**config.mk**
```make
export PLATFORM = sky130hd
export DESIGN_NAME = exe_redirect_ctrl_flat
export DESIGN_NICKNAME = d
export VERILOG_FILES = /design/src/rtl/exe_redirect_ctrl_if.sv /design/src/rtl/exe_redirect_ctrl.sv /design/src/flat_wrapper.sv
export SDC_FILE = /design/constraint.sdc
export NUM_CORES = 1
export LEC_CHECK = 0
export ABC_AREA = 1
export CORE_ASPECT_RATIO = 0.9
export CORE_MARGIN = 10
export CORE_UTILIZATION = 45
export CTS_BUF_LIST = sky130_fd_sc_hd__clkbuf_4 sky130_fd_sc_hd__clkbuf_8
export CTS_CLUSTER_SIZE = 28
export DETAILED_ROUTE_END_ITERATION = 12
export DONT_BUFFER_PORTS = 1
export SETUP_SLACK_MARGIN = 0.4
export SLEW_MARGIN = 10
export SYNTH_ARGS = -nofsm -noshare
export SYNTH_HDL_FRONTEND = slang
export SYNTH_SLANG_ARGS = --single-unit
```
**constraint.sdc**
```tcl
create_clock -name clk_i -period 2.7 [get_ports clk_i]
set_input_delay 0.405 -clock clk_i [delete_from_list [all_inputs] [get_ports clk_i]]
set_output_delay 0.405 -clock clk_i [all_outputs]
set_load 0.005 [all_outputs]
```
**src/rtl/exe_redirect_ctrl_if.sv**
```systemverilog
// Redirect/trap bundle between execute, the redirect controller and fetch; stats ports exist only with REDIRECT_STATS_EN.
// Latency: wiring only, no state.
// Backpressure: fetch_ready_i is the only backpressure signal; the controller holds the redirect until it is seen high.
interface exe_redirect_ctrl_if;
    logic        exe_valid_i;
    logic        is_br_inst_i;
    logic        is_jump_i;
    logic        br_cond_i;
    logic        is_br_j_taken_i;
    logic        e_inst_addr_mis_i;
    logic [31:0] br_j_addr_i;
    logic [31:0] pc_i;
    logic [31:0] mtvec_i;
    logic        fetch_ready_i;
    logic        redirect_valid_o;
    logic [31:0] redirect_addr_o;
    logic        flush_o;
    logic        trap_o;
    logic [31:0] trap_epc_o;
    logic        busy_o;
`ifdef REDIRECT_STATS_EN
    logic [31:0] redirect_cnt_o;
    logic [31:0] trap_cnt_o;
`endif

    modport master (
        output exe_valid_i, is_br_inst_i, is_jump_i, br_cond_i, is_br_j_taken_i,
               e_inst_addr_mis_i, br_j_addr_i, pc_i, mtvec_i, fetch_ready_i,
`ifdef REDIRECT_STATS_EN
        input  redirect_cnt_o, trap_cnt_o,
`endif
        input  redirect_valid_o, redirect_addr_o, flush_o, trap_o, trap_epc_o, busy_o
    );

    modport slave (
        input  exe_valid_i, is_br_inst_i, is_jump_i, br_cond_i, is_br_j_taken_i,
               e_inst_addr_mis_i, br_j_addr_i, pc_i, mtvec_i, fetch_ready_i,
`ifdef REDIRECT_STATS_EN
        output redirect_cnt_o, trap_cnt_o,
`endif
        output redirect_valid_o, redirect_addr_o, flush_o, trap_o, trap_epc_o, busy_o
    );
endinterface

```
**src/rtl/exe_redirect_ctrl.sv**
```systemverilog
// Execute-stage redirect sequencer: taken branch/jump or misaligned-target trap -> fetch redirect, IF/ID squash, trap pulse.
// Latency: event sampled at edge N drives redirect/flush/busy in cycle N+1; busy for 1+FLUSH_CYCLES cycles best case.
// Backpressure: redirect held stable until fetch_ready_i; new events ignored while busy. REDIRECT_STATS_EN adds counters.
module exe_redirect_ctrl #(
    parameter int FLUSH_CYCLES = 2
) (
    input  logic                clk_i,
    input  logic                rst_i,
    exe_redirect_ctrl_if.slave  bus
);
    localparam int CW = (FLUSH_CYCLES > 0) ? $clog2(FLUSH_CYCLES + 1) : 1;
    localparam logic [CW-1:0] CNT_LOAD = (FLUSH_CYCLES > 0) ? CW'(FLUSH_CYCLES - 1) : '0;

    typedef enum logic [1:0] {IDLE, REDIRECT, FLUSH} state_t;

    state_t        state_q, state_d;
    logic [CW-1:0] cnt_q, cnt_d;
    logic [31:0]   target_q, target_d;
    logic [31:0]   epc_q, epc_d;
    logic          trap_flag_q, trap_flag_d;
    logic          first_q, first_d;
    logic          trap_ev, redir_ev, accept;

    // A misaligned not-taken branch raises neither event: br_cond_i gates the trap term.
    assign trap_ev  = bus.exe_valid_i & bus.e_inst_addr_mis_i &
                      (bus.is_jump_i | (bus.is_br_inst_i & bus.br_cond_i));
    assign redir_ev = bus.exe_valid_i & bus.is_br_j_taken_i;
    assign accept   = (state_q == REDIRECT) & bus.fetch_ready_i;

    always_ff @(posedge clk_i) begin
        if (rst_i) begin
            state_q     <= IDLE;
            cnt_q       <= '0;
            target_q    <= '0;
            epc_q       <= '0;
            trap_flag_q <= 1'b0;
            first_q     <= 1'b0;
        end else begin
            state_q     <= state_d;
            cnt_q       <= cnt_d;
            target_q    <= target_d;
            epc_q       <= epc_d;
            trap_flag_q <= trap_flag_d;
            first_q     <= first_d;
        end
    end

    always_comb begin
        state_d     = state_q;
        cnt_d       = cnt_q;
        target_d    = target_q;
        epc_d       = epc_q;
        trap_flag_d = trap_flag_q;
        first_d     = 1'b0;
        case (state_q)
            IDLE: begin
                if (trap_ev) begin
                    target_d    = {bus.mtvec_i[31:2], 2'b00};
                    epc_d       = bus.pc_i;
                    trap_flag_d = 1'b1;
                    first_d     = 1'b1;
                    state_d     = REDIRECT;
                end else if (redir_ev) begin
                    target_d    = bus.br_j_addr_i;
                    trap_flag_d = 1'b0;
                    first_d     = 1'b1;
                    state_d     = REDIRECT;
                end
            end
            REDIRECT: begin
                if (bus.fetch_ready_i) begin
                    if (FLUSH_CYCLES == 0) begin
                        state_d = IDLE;
                    end else begin
                        state_d = FLUSH;
                        cnt_d   = CNT_LOAD;
                    end
                end
            end
            FLUSH: begin
                if (cnt_q == '0) begin
                    state_d = IDLE;
                end else begin
                    cnt_d = cnt_q - 1'b1;
                end
            end
            default: state_d = IDLE;
        endcase
    end

    // first_q is high only in the entry cycle of REDIRECT, so a stalled trap still pulses once.
    assign bus.redirect_valid_o = (state_q == REDIRECT);
    assign bus.flush_o          = (state_q != IDLE);
    assign bus.busy_o           = (state_q != IDLE);
    assign bus.trap_o           = (state_q == REDIRECT) & first_q & trap_flag_q;
    assign bus.redirect_addr_o  = target_q;
    assign bus.trap_epc_o       = epc_q;

`ifdef REDIRECT_STATS_EN
    logic [31:0] redirect_cnt_q;
    logic [31:0] trap_cnt_q;

    always_ff @(posedge clk_i) begin
        if (rst_i) begin
            redirect_cnt_q <= '0;
            trap_cnt_q     <= '0;
        end else if (accept) begin
            if (trap_flag_q) begin
                trap_cnt_q <= trap_cnt_q + 32'd1;
            end else begin
                redirect_cnt_q <= redirect_cnt_q + 32'd1;
            end
        end
    end

    assign bus.redirect_cnt_o = redirect_cnt_q;
    assign bus.trap_cnt_o     = trap_cnt_q;
`else
    logic unused_accept;
    assign unused_accept = accept;
`endif
endmodule

```
**src/flat_wrapper.sv**
```systemverilog
// flat-port wrapper written by rule: the top's interface ports become plain ports
module exe_redirect_ctrl_flat 
#(
    parameter int FLUSH_CYCLES = 2
)
  (clk_i, rst_i, bus_exe_valid_i, bus_is_br_inst_i, bus_is_jump_i, bus_br_cond_i, bus_is_br_j_taken_i, bus_e_inst_addr_mis_i, bus_br_j_addr_i, bus_pc_i, bus_mtvec_i, bus_fetch_ready_i, bus_redirect_valid_o, bus_redirect_addr_o, bus_flush_o, bus_trap_o, bus_trap_epc_o, bus_busy_o);
  exe_redirect_ctrl_if bus_i ();
  input  logic clk_i;
  input  logic rst_i;
  input wire logic [$bits(bus_i.exe_valid_i)-1:0] bus_exe_valid_i;
  input wire logic [$bits(bus_i.is_br_inst_i)-1:0] bus_is_br_inst_i;
  input wire logic [$bits(bus_i.is_jump_i)-1:0] bus_is_jump_i;
  input wire logic [$bits(bus_i.br_cond_i)-1:0] bus_br_cond_i;
  input wire logic [$bits(bus_i.is_br_j_taken_i)-1:0] bus_is_br_j_taken_i;
  input wire logic [$bits(bus_i.e_inst_addr_mis_i)-1:0] bus_e_inst_addr_mis_i;
  input wire logic [$bits(bus_i.br_j_addr_i)-1:0] bus_br_j_addr_i;
  input wire logic [$bits(bus_i.pc_i)-1:0] bus_pc_i;
  input wire logic [$bits(bus_i.mtvec_i)-1:0] bus_mtvec_i;
  input wire logic [$bits(bus_i.fetch_ready_i)-1:0] bus_fetch_ready_i;
  output wire logic [$bits(bus_i.redirect_valid_o)-1:0] bus_redirect_valid_o;
  output wire logic [$bits(bus_i.redirect_addr_o)-1:0] bus_redirect_addr_o;
  output wire logic [$bits(bus_i.flush_o)-1:0] bus_flush_o;
  output wire logic [$bits(bus_i.trap_o)-1:0] bus_trap_o;
  output wire logic [$bits(bus_i.trap_epc_o)-1:0] bus_trap_epc_o;
  output wire logic [$bits(bus_i.busy_o)-1:0] bus_busy_o;
  assign bus_i.exe_valid_i = bus_exe_valid_i;
  assign bus_i.is_br_inst_i = bus_is_br_inst_i;
  assign bus_i.is_jump_i = bus_is_jump_i;
  assign bus_i.br_cond_i = bus_br_cond_i;
  assign bus_i.is_br_j_taken_i = bus_is_br_j_taken_i;
  assign bus_i.e_inst_addr_mis_i = bus_e_inst_addr_mis_i;
  assign bus_i.br_j_addr_i = bus_br_j_addr_i;
  assign bus_i.pc_i = bus_pc_i;
  assign bus_i.mtvec_i = bus_mtvec_i;
  assign bus_i.fetch_ready_i = bus_fetch_ready_i;
  assign bus_redirect_valid_o = bus_i.redirect_valid_o;
  assign bus_redirect_addr_o = bus_i.redirect_addr_o;
  assign bus_flush_o = bus_i.flush_o;
  assign bus_trap_o = bus_i.trap_o;
  assign bus_trap_epc_o = bus_i.trap_epc_o;
  assign bus_busy_o = bus_i.busy_o;
  exe_redirect_ctrl #(.FLUSH_CYCLES(FLUSH_CYCLES)) u_core (.clk_i(clk_i), .rst_i(rst_i), .bus(bus_i));
endmodule
```
==> impl_metrics.json, run 1 <==
{
  "ff_latch_area_sq_um": 1400,
  "synth_top_area_share_pct": 42.6,
  "grt_antenna_before_repair": 2,
  "synth-simple-area-share_pct": 40.2,
  "layout-drive-gt1-share_pct": 6.04,
  "synth_top_family_by_area": "simple AND/OR/NAND/NOR gates",
  "synthToLayoutAreaGrowth_pct": 5.25,
  "clk_pin_slew_ns": 0.07,
  "drv_cap": 0,
  "cts_resized": 0,
  "drtPass1Iterations": 4,
  "holdWs_ns": 0.133,
  "finalSetupTns_ns": 0,
  "via_per_inst": 5.23,
  "rsz0062_at_grt": "no",
  "port_buffers": 0,
  "num_rows": 29,
  "clockBufferDepth": 2,
  "netlist_area_sq_um": 3290,
  "synthAdderAreaFrac_pct": 0.380,
  "intPower_w": 0.00158,
  "swShare_pct": 30.2,
  "post_cts_buffers": 0,
  "numCtsBuffers": 9,
  "cts_tree": "done",
  "ios": 173,
  "n_fill_cell": 757,
  "synth_top_flop_cell": "dfxtp_1",
  "postSynthCellCount": 497,
  "relSlewSlack_pct": 53.5,
  "arrival_ns": 1.43,
  "r2r_start": "u_core.state_q[1]",
  "ant_nets": 0,
  "hold_violations": 0,
  "grt_pass1_vias": 2957,
  "p_seq_share_pct": 51.6,
  "dieWidth_um": 110,
  "fmax_mhz": 546,
  "synthesis.nets": 603,
  "initialDrtViolationCount": 88,
  "min_period_over_period_pct": 67.9,
  "critPathMaxFanout": 30,
  "wire_per_inst_um": 16.8,
  "synth_mux_area_share_pct": 0,
  "finalSetupViolations": 0,
  "multi_input_area_sq_um": 1540,
  "start_util_pct": 46.5,
  "clk_latency_ns": 0.34,
  "drc": 0,
  "worstHoldStart": "rst_i",
  "ys_warn_count": 0,
  "cts_sinks": 70,
  "core_area_sq_um": 7080,
  "p_leak_nw": 1.54,
  "syn_area_per_cell_sq_um": 6.62,
  "fin_skew_ns": 0.00561,
  "grt-ovfl-total": 0,
  "synth.distinct_cells": 19,
  "synth_compound_area_share_pct": 6.08,
  "die_h_um": 101,
  "synth_xor_area_share_pct": 0,
  "required_ns": 2.30,
  "net-switching-power_w": 0.000683,
  "synthTopCellsByArea": "dfxtp_1 43%, nand2_1 16%, nand3_1 9.6%, nor2_1 8.0%, nand4_1 6.1%",
  "hpwl_um": 6770,
  "synthArstFlopShare_pct": 0,
  "crit_type": "register to primary output",
  "status": "finished clean",
  "yosys.area.top_type": "dfxtp_1",
  "synth_edf_count": 0,
  "ir_worst_vdd_mv": 0.314,
  "grt_max_degree": 52,
  "vias": 3009,
  "root_buffer": "clkbuf_8",
  "p_clk_share_pct": 34.3,
  "htree_levels": 3,
  "end_kind": "primary output",
  "comb_power_share_pct": 14.1,
  "drt-total-wl_um": 9680,
  "power_density_nw_per_um2": 653,
  "nets": 581,
  "tightest_slew_ns": 0.697,
  "critPathLaunchType": "register",
  "ys_ff_latch": 70,
  "startpoint": "u_core.state_q[1]",
  "gp_congestion": 0.752,
  "drv_slew": 0,
  "fin_crit_ns": 1.83,
  "grt_pass1_wl_um": 15200,
  "die_area_sq_um": 11100,
  "cts-hold-fix-buffers": 0,
  "holdCritPathClass": "input port to register",
  "grt_usage_pct": 17.0,
  "synth_seq_area_share_pct": 42.6
}
final cells by class:
cell class / count / share of cell area (%)
multi-input combinational: 345 / 44.6
sequential: 70 / 40.5
inverter: 41 / 4.44
clock buffer: 10 / 3.97
tap: 93 / 3.36
timing repair buffer: 8 / 1.73
clock inverter: 6 / 1.30
antenna: 2 / 0.145
power groups by stage:
stage	Sequential, W	Clock, W	Combinational, W
3_3_place_gp	0.00119	0	0.000317
2_1_floorplan	0.00117	0	0.000281
4_1_cts	0.00117	0.000810	0.000325
6_report	0.00117	0.000777	0.000318
5_1_grt	0.00118	0.000853	0.000377
3_5_place_dp	0.00119	0	0.000324
worst paths after layout:
path / endpoint / slack, ns / cells past startpoint
setup / recovery: bus_flush_o / 0.87 / 3
hold / removal: u_core.bus.trap_epc_o[29] / 0.13 / 1
setup reg to reg: u_core.bus.redirect_addr_o[10] / 0.97 / 5
hold reg to reg: u_core.trap_flag_q / 0.45 / 2
flip-flops by register name, indices dropped and copies added (netlist names):
register,count
u_core.bus.redirect_addr_o,32
u_core.bus.trap_epc_o,32
u_core.cnt_q,2
u_core.first_q,1
u_core.state_q,2
u_core.trap_flag_q,1
cells in the final DEF (no fill, tap or decap):
cell	synthesis	final
diode_2	0	2
clkinv_2	0	1
inv_6	0	2
buf_4	2	8
inv_1	40	39
o21ai_0	2	2
clkinv_1	1	1
nand3_2	1	2
nand3b_1	1	1
clkinvlp_4	0	3
inv_2	0	1
ha_1	1	1
nand3_1	63	62
a21boi_0	2	2
nand2_2	0	1
a21oi_1	35	35
nand4_1	32	32
dfxtp_1	70	70
nor2_4	1	1
and3_1	1	1
clkbuf_8	0	10
nand2_1	136	135
nor2_1	70	70
kinds of logic after synthesis:
group                      after synthesis
buffers and inverters                   82
AOI/OAI and AO/OA                       39
DFF                                     70
adders and majority gates                1
and+or+nand+nor                        305
Yosys cell counts (18+ instances only):
cell type  count
nand2_1      136
clkbuf_1      19
nor2_1        70
inv_1         40
dfxtp_1       70
buf_2         18
nand4_1       32
nand3_1       63
a21oi_1       35
layer usage:
layer	up-vias	wire, um	global-route usage (%)
met1	1339	3750	19.5
met4	0	59	4.44
li1	1546	-	-
met3	5	1370	9.53
met2	119	4500	26.8
met5	-	0	0
worst max-delay path, cell delays in order (launching register included):
cell and delay, ns:
dfxtp_1 0.36, nor2_4 0.24, buf_4 0.35, inv_1 0.14
metrics by stage:
step	util [%]	cell area, sq um	power (W)	setup WS, ns	std cells
floorplan	-	3290	0.00145	1.25	497
global route	48.9	3460	0.00241	0.737	575
CTS	48.9	3460	0.00231	0.833	573
finish	48.9	3460	0.00226	0.867	575
detailed placement	46.3	3280	0.00152	0.932	557
global placement	46.3	3280	0.00151	0.927	557
No activity file was read; power rests on OpenSTA's default activity.
==> run 2: changes to the inputs <==
==> constraint.sdc (replaced) <==
create_clock -name clk_i -period 1.7 [get_ports clk_i]
set_input_delay 0.255 -clock clk_i [delete_from_list [all_inputs] [get_ports clk_i]]
set_output_delay 0.255 -clock clk_i [all_outputs]
set_load 0.005 [all_outputs]
==> run 2 against run 1 <==
Highest routed layer unchanged. Total power is 63% higher. Critical path depth stayed put. Cell count rose by 3.5%. Clock skew is 0.0012 ns higher. Final area increased by 9.7%. Via count rose by 3.9%. First-iteration DRC count up 28%. Combinational power grew 110%. Sequential share of layout area down 3.4 points. Wire length is 7.2% higher. Clock power grew 52%. Die area did not move.
==> impl_metrics.json, run 2 (synthesized netlist as in run 1, its figures left out) <==
{
  "status": "finished clean",
  "core_area_sq_um": 7080,
  "swShare_pct": 29.8,
  "root_buffer": "clkbuf_8",
  "ir_worst_vdd_mv": 0.527,
  "fmax_mhz": 745,
  "start_util_pct": 46.5,
  "fin_skew_ns": 0.00678,
  "clk_pin_slew_ns": 0.07,
  "critPathLaunchType": "register",
  "num_rows": 29,
  "numCtsBuffers": 9,
  "drv_cap": 0,
  "vias": 3125,
  "p_leak_nw": 1.69,
  "ios": 173,
  "power_density_nw_per_um2": 972,
  "r2r_start": "u_core.state_q[1]",
  "grt_max_degree": 48,
  "critPathMaxFanout": 4,
  "r2r_cells": 7,
  "initialDrtViolationCount": 113,
  "setup_slack_ns": 0.358,
  "tightest_slew_ns": 0.331,
  "ant_nets": 0,
  "layout_common_cells": "135 x nand2_1, 69 x nor2_1, 68 x dfxtp_1",
  "die_h_um": 101,
  "drtPass1Iterations": 4,
  "hold_violations": 0,
  "cts_tree": "done",
  "comb_power_share_pct": 17.7,
  "grt_antenna_before_repair": 2,
  "dpl_worst_slack_ns": 0.241,
  "rr_endpoint": "u_core.bus.redirect_addr_o[4]",
  "crit_type": "register to primary output",
  "reg2reg_setup_slack_ns": 0.43,
  "wire_per_inst_um": 17.4,
  "whs_path_depth": 3,
  "relSlewSlack_pct": 77.9,
  "clk_latency_ns": 0.35,
  "clockBufferDepth": 2,
  "drt-total-wl_um": 10400,
  "finalSetupViolations": 0,
  "synthToLayoutAreaGrowth_pct": 15.4,
  "dieWidth_um": 110,
  "grt_pass1_wl_um": 16100,
  "p_seq_share_pct": 50.2,
  "drv_slew": 0,
  "rsz0062_at_grt": "yes",
  "grt-ovfl-total": 0,
  "grt_usage_pct": 18.2,
  "layout-drive-gt1-share_pct": 11.4,
  "p_clk_share_pct": 32.1,
  "via_per_inst": 5.25,
  "grt_pass1_vias": 3072,
  "finalSetupTns_ns": 0,
  "arrival_ns": 1.09,
  "fin_crit_ns": 1.34,
  "intPower_w": 0.00259,
  "nets": 602,
  "final_common_cell": "nand2_1",
  "die_area_sq_um": 11100,
  "holdCritPathClass": "input port to register",
  "drc": 0,
  "port_buffers": 0,
  "htree_levels": 3,
  "n_fill_cell": 726,
  "hpwl_um": 7080,
  "end_kind": "primary output",
  "required_ns": 1.44,
  "gp_congestion": 0.784,
  "cts_sinks": 70,
  "worstHoldStart": "bus_fetch_ready_i",
  "net-switching-power_w": 0.00110,
  "min_period_over_period_pct": 78.9,
  "min_to": "u_core.state_q[0]",
  "fin_util_pct": 53.7
}
run 2: cell count changes in the layout (fill, tap and decap cells not counted), moves of 2 or more:
cell and change:
nand3_2 -2, a21oi_1 -2, buf_6 +3, inv_1 -2, dfxtp_1 -2, buf_12 +6
a21oi_2 +2, inv_6 -2, buf_4 +9, buf_16 +2, nand3_4 +2
run 2: power groups by stage:
stage	combinational, W	clock [W]	sequential [W]
floorplan	0.000446	0	0.00186
global placement	0.000530	0	0.00190
detailed placement	0.000540	0	0.00190
CTS	0.000647	0.00123	0.00186
global route	0.000754	0.00129	0.00187
finish	0.000654	0.00118	0.00186
run 2: worst max path at each step:
| stage | from | to | slack (ns) | cells past startpoint |
|---|---|---|---|---|
| 3_5_place_dp | u_core.state_q[1] | u_core.bus.redirect_addr_o[8] | 0.24 | 6 |
| 2_1_floorplan | u_core.state_q[1] | bus_flush_o | 0.40 | 4 |
| 3_3_place_gp | u_core.state_q[1] | u_core.bus.redirect_addr_o[7] | 0.27 | 6 |
| 5_1_grt | u_core.state_q[0] | bus_trap_o | 0.30 | 3 |
| 4_1_cts | u_core.state_q[0] | bus_trap_o | 0.31 | 3 |
| 6_report | u_core.state_q[0] | bus_trap_o | 0.36 | 3 |
run 2: final cells by class:
type                            count  area (sq um)  share of cell area (%)
Clock buffer                       10           138                    3.62
Timing Repair Buffer               29           362                    9.52
Tap cell                           93           116                    3.06
Inverter                           41           156                    4.12
Antenna cell                        2          5.00                   0.132
Clock inverter                      5          36.3                   0.955
Multi-Input combinational cell    345          1580                    41.6
Sequential cell                    70          1410                    37.0
run 2: repair_timing:
action | 4_1_cts | 5_1_grt
gates resized for setup | 15 | 9
pin swaps | 4 | 5
endpoints found under the setup margin | 56 | 60
setup buffers | 10 | 0
hold endpoints to repair | 36 | 0
hold buffers | 1 | 0
cloned | 2 | 1
run 2: metrics by stage:
stage / area [sq um] / power, W / hold WS [ns] / cells
after global routing: 3800 / 0.00391 / 0.0640 / 595
after CTS: 3750 / 0.00373 / 0.0598 / 592
after floorplan: 3290 / 0.00230 / 0.426 / 497
after global placement: 3370 / 0.00243 / 0.328 / 564
after detailed placement: 3370 / 0.00244 / 0.331 / 564
final: 3800 / 0.00369 / 0.0772 / 595
run 2: critical path, stage by stage (launching register included):
cell	delay (ns)
dfxtp_2	0.36
inv_2	0.06
nor2_4	0.13
and3_4	0.20
run 2: layer usage:
layer,routed length [um],share of wire [%],GRT usage [%],vias up
met1,3750,36,20.0,1398
met5,0,0,0,-
met3,1420,14,10.1,10
li1,-,-,-,1596
met2,5110,49,29.6,121
met4,80,0.77,5.03,0
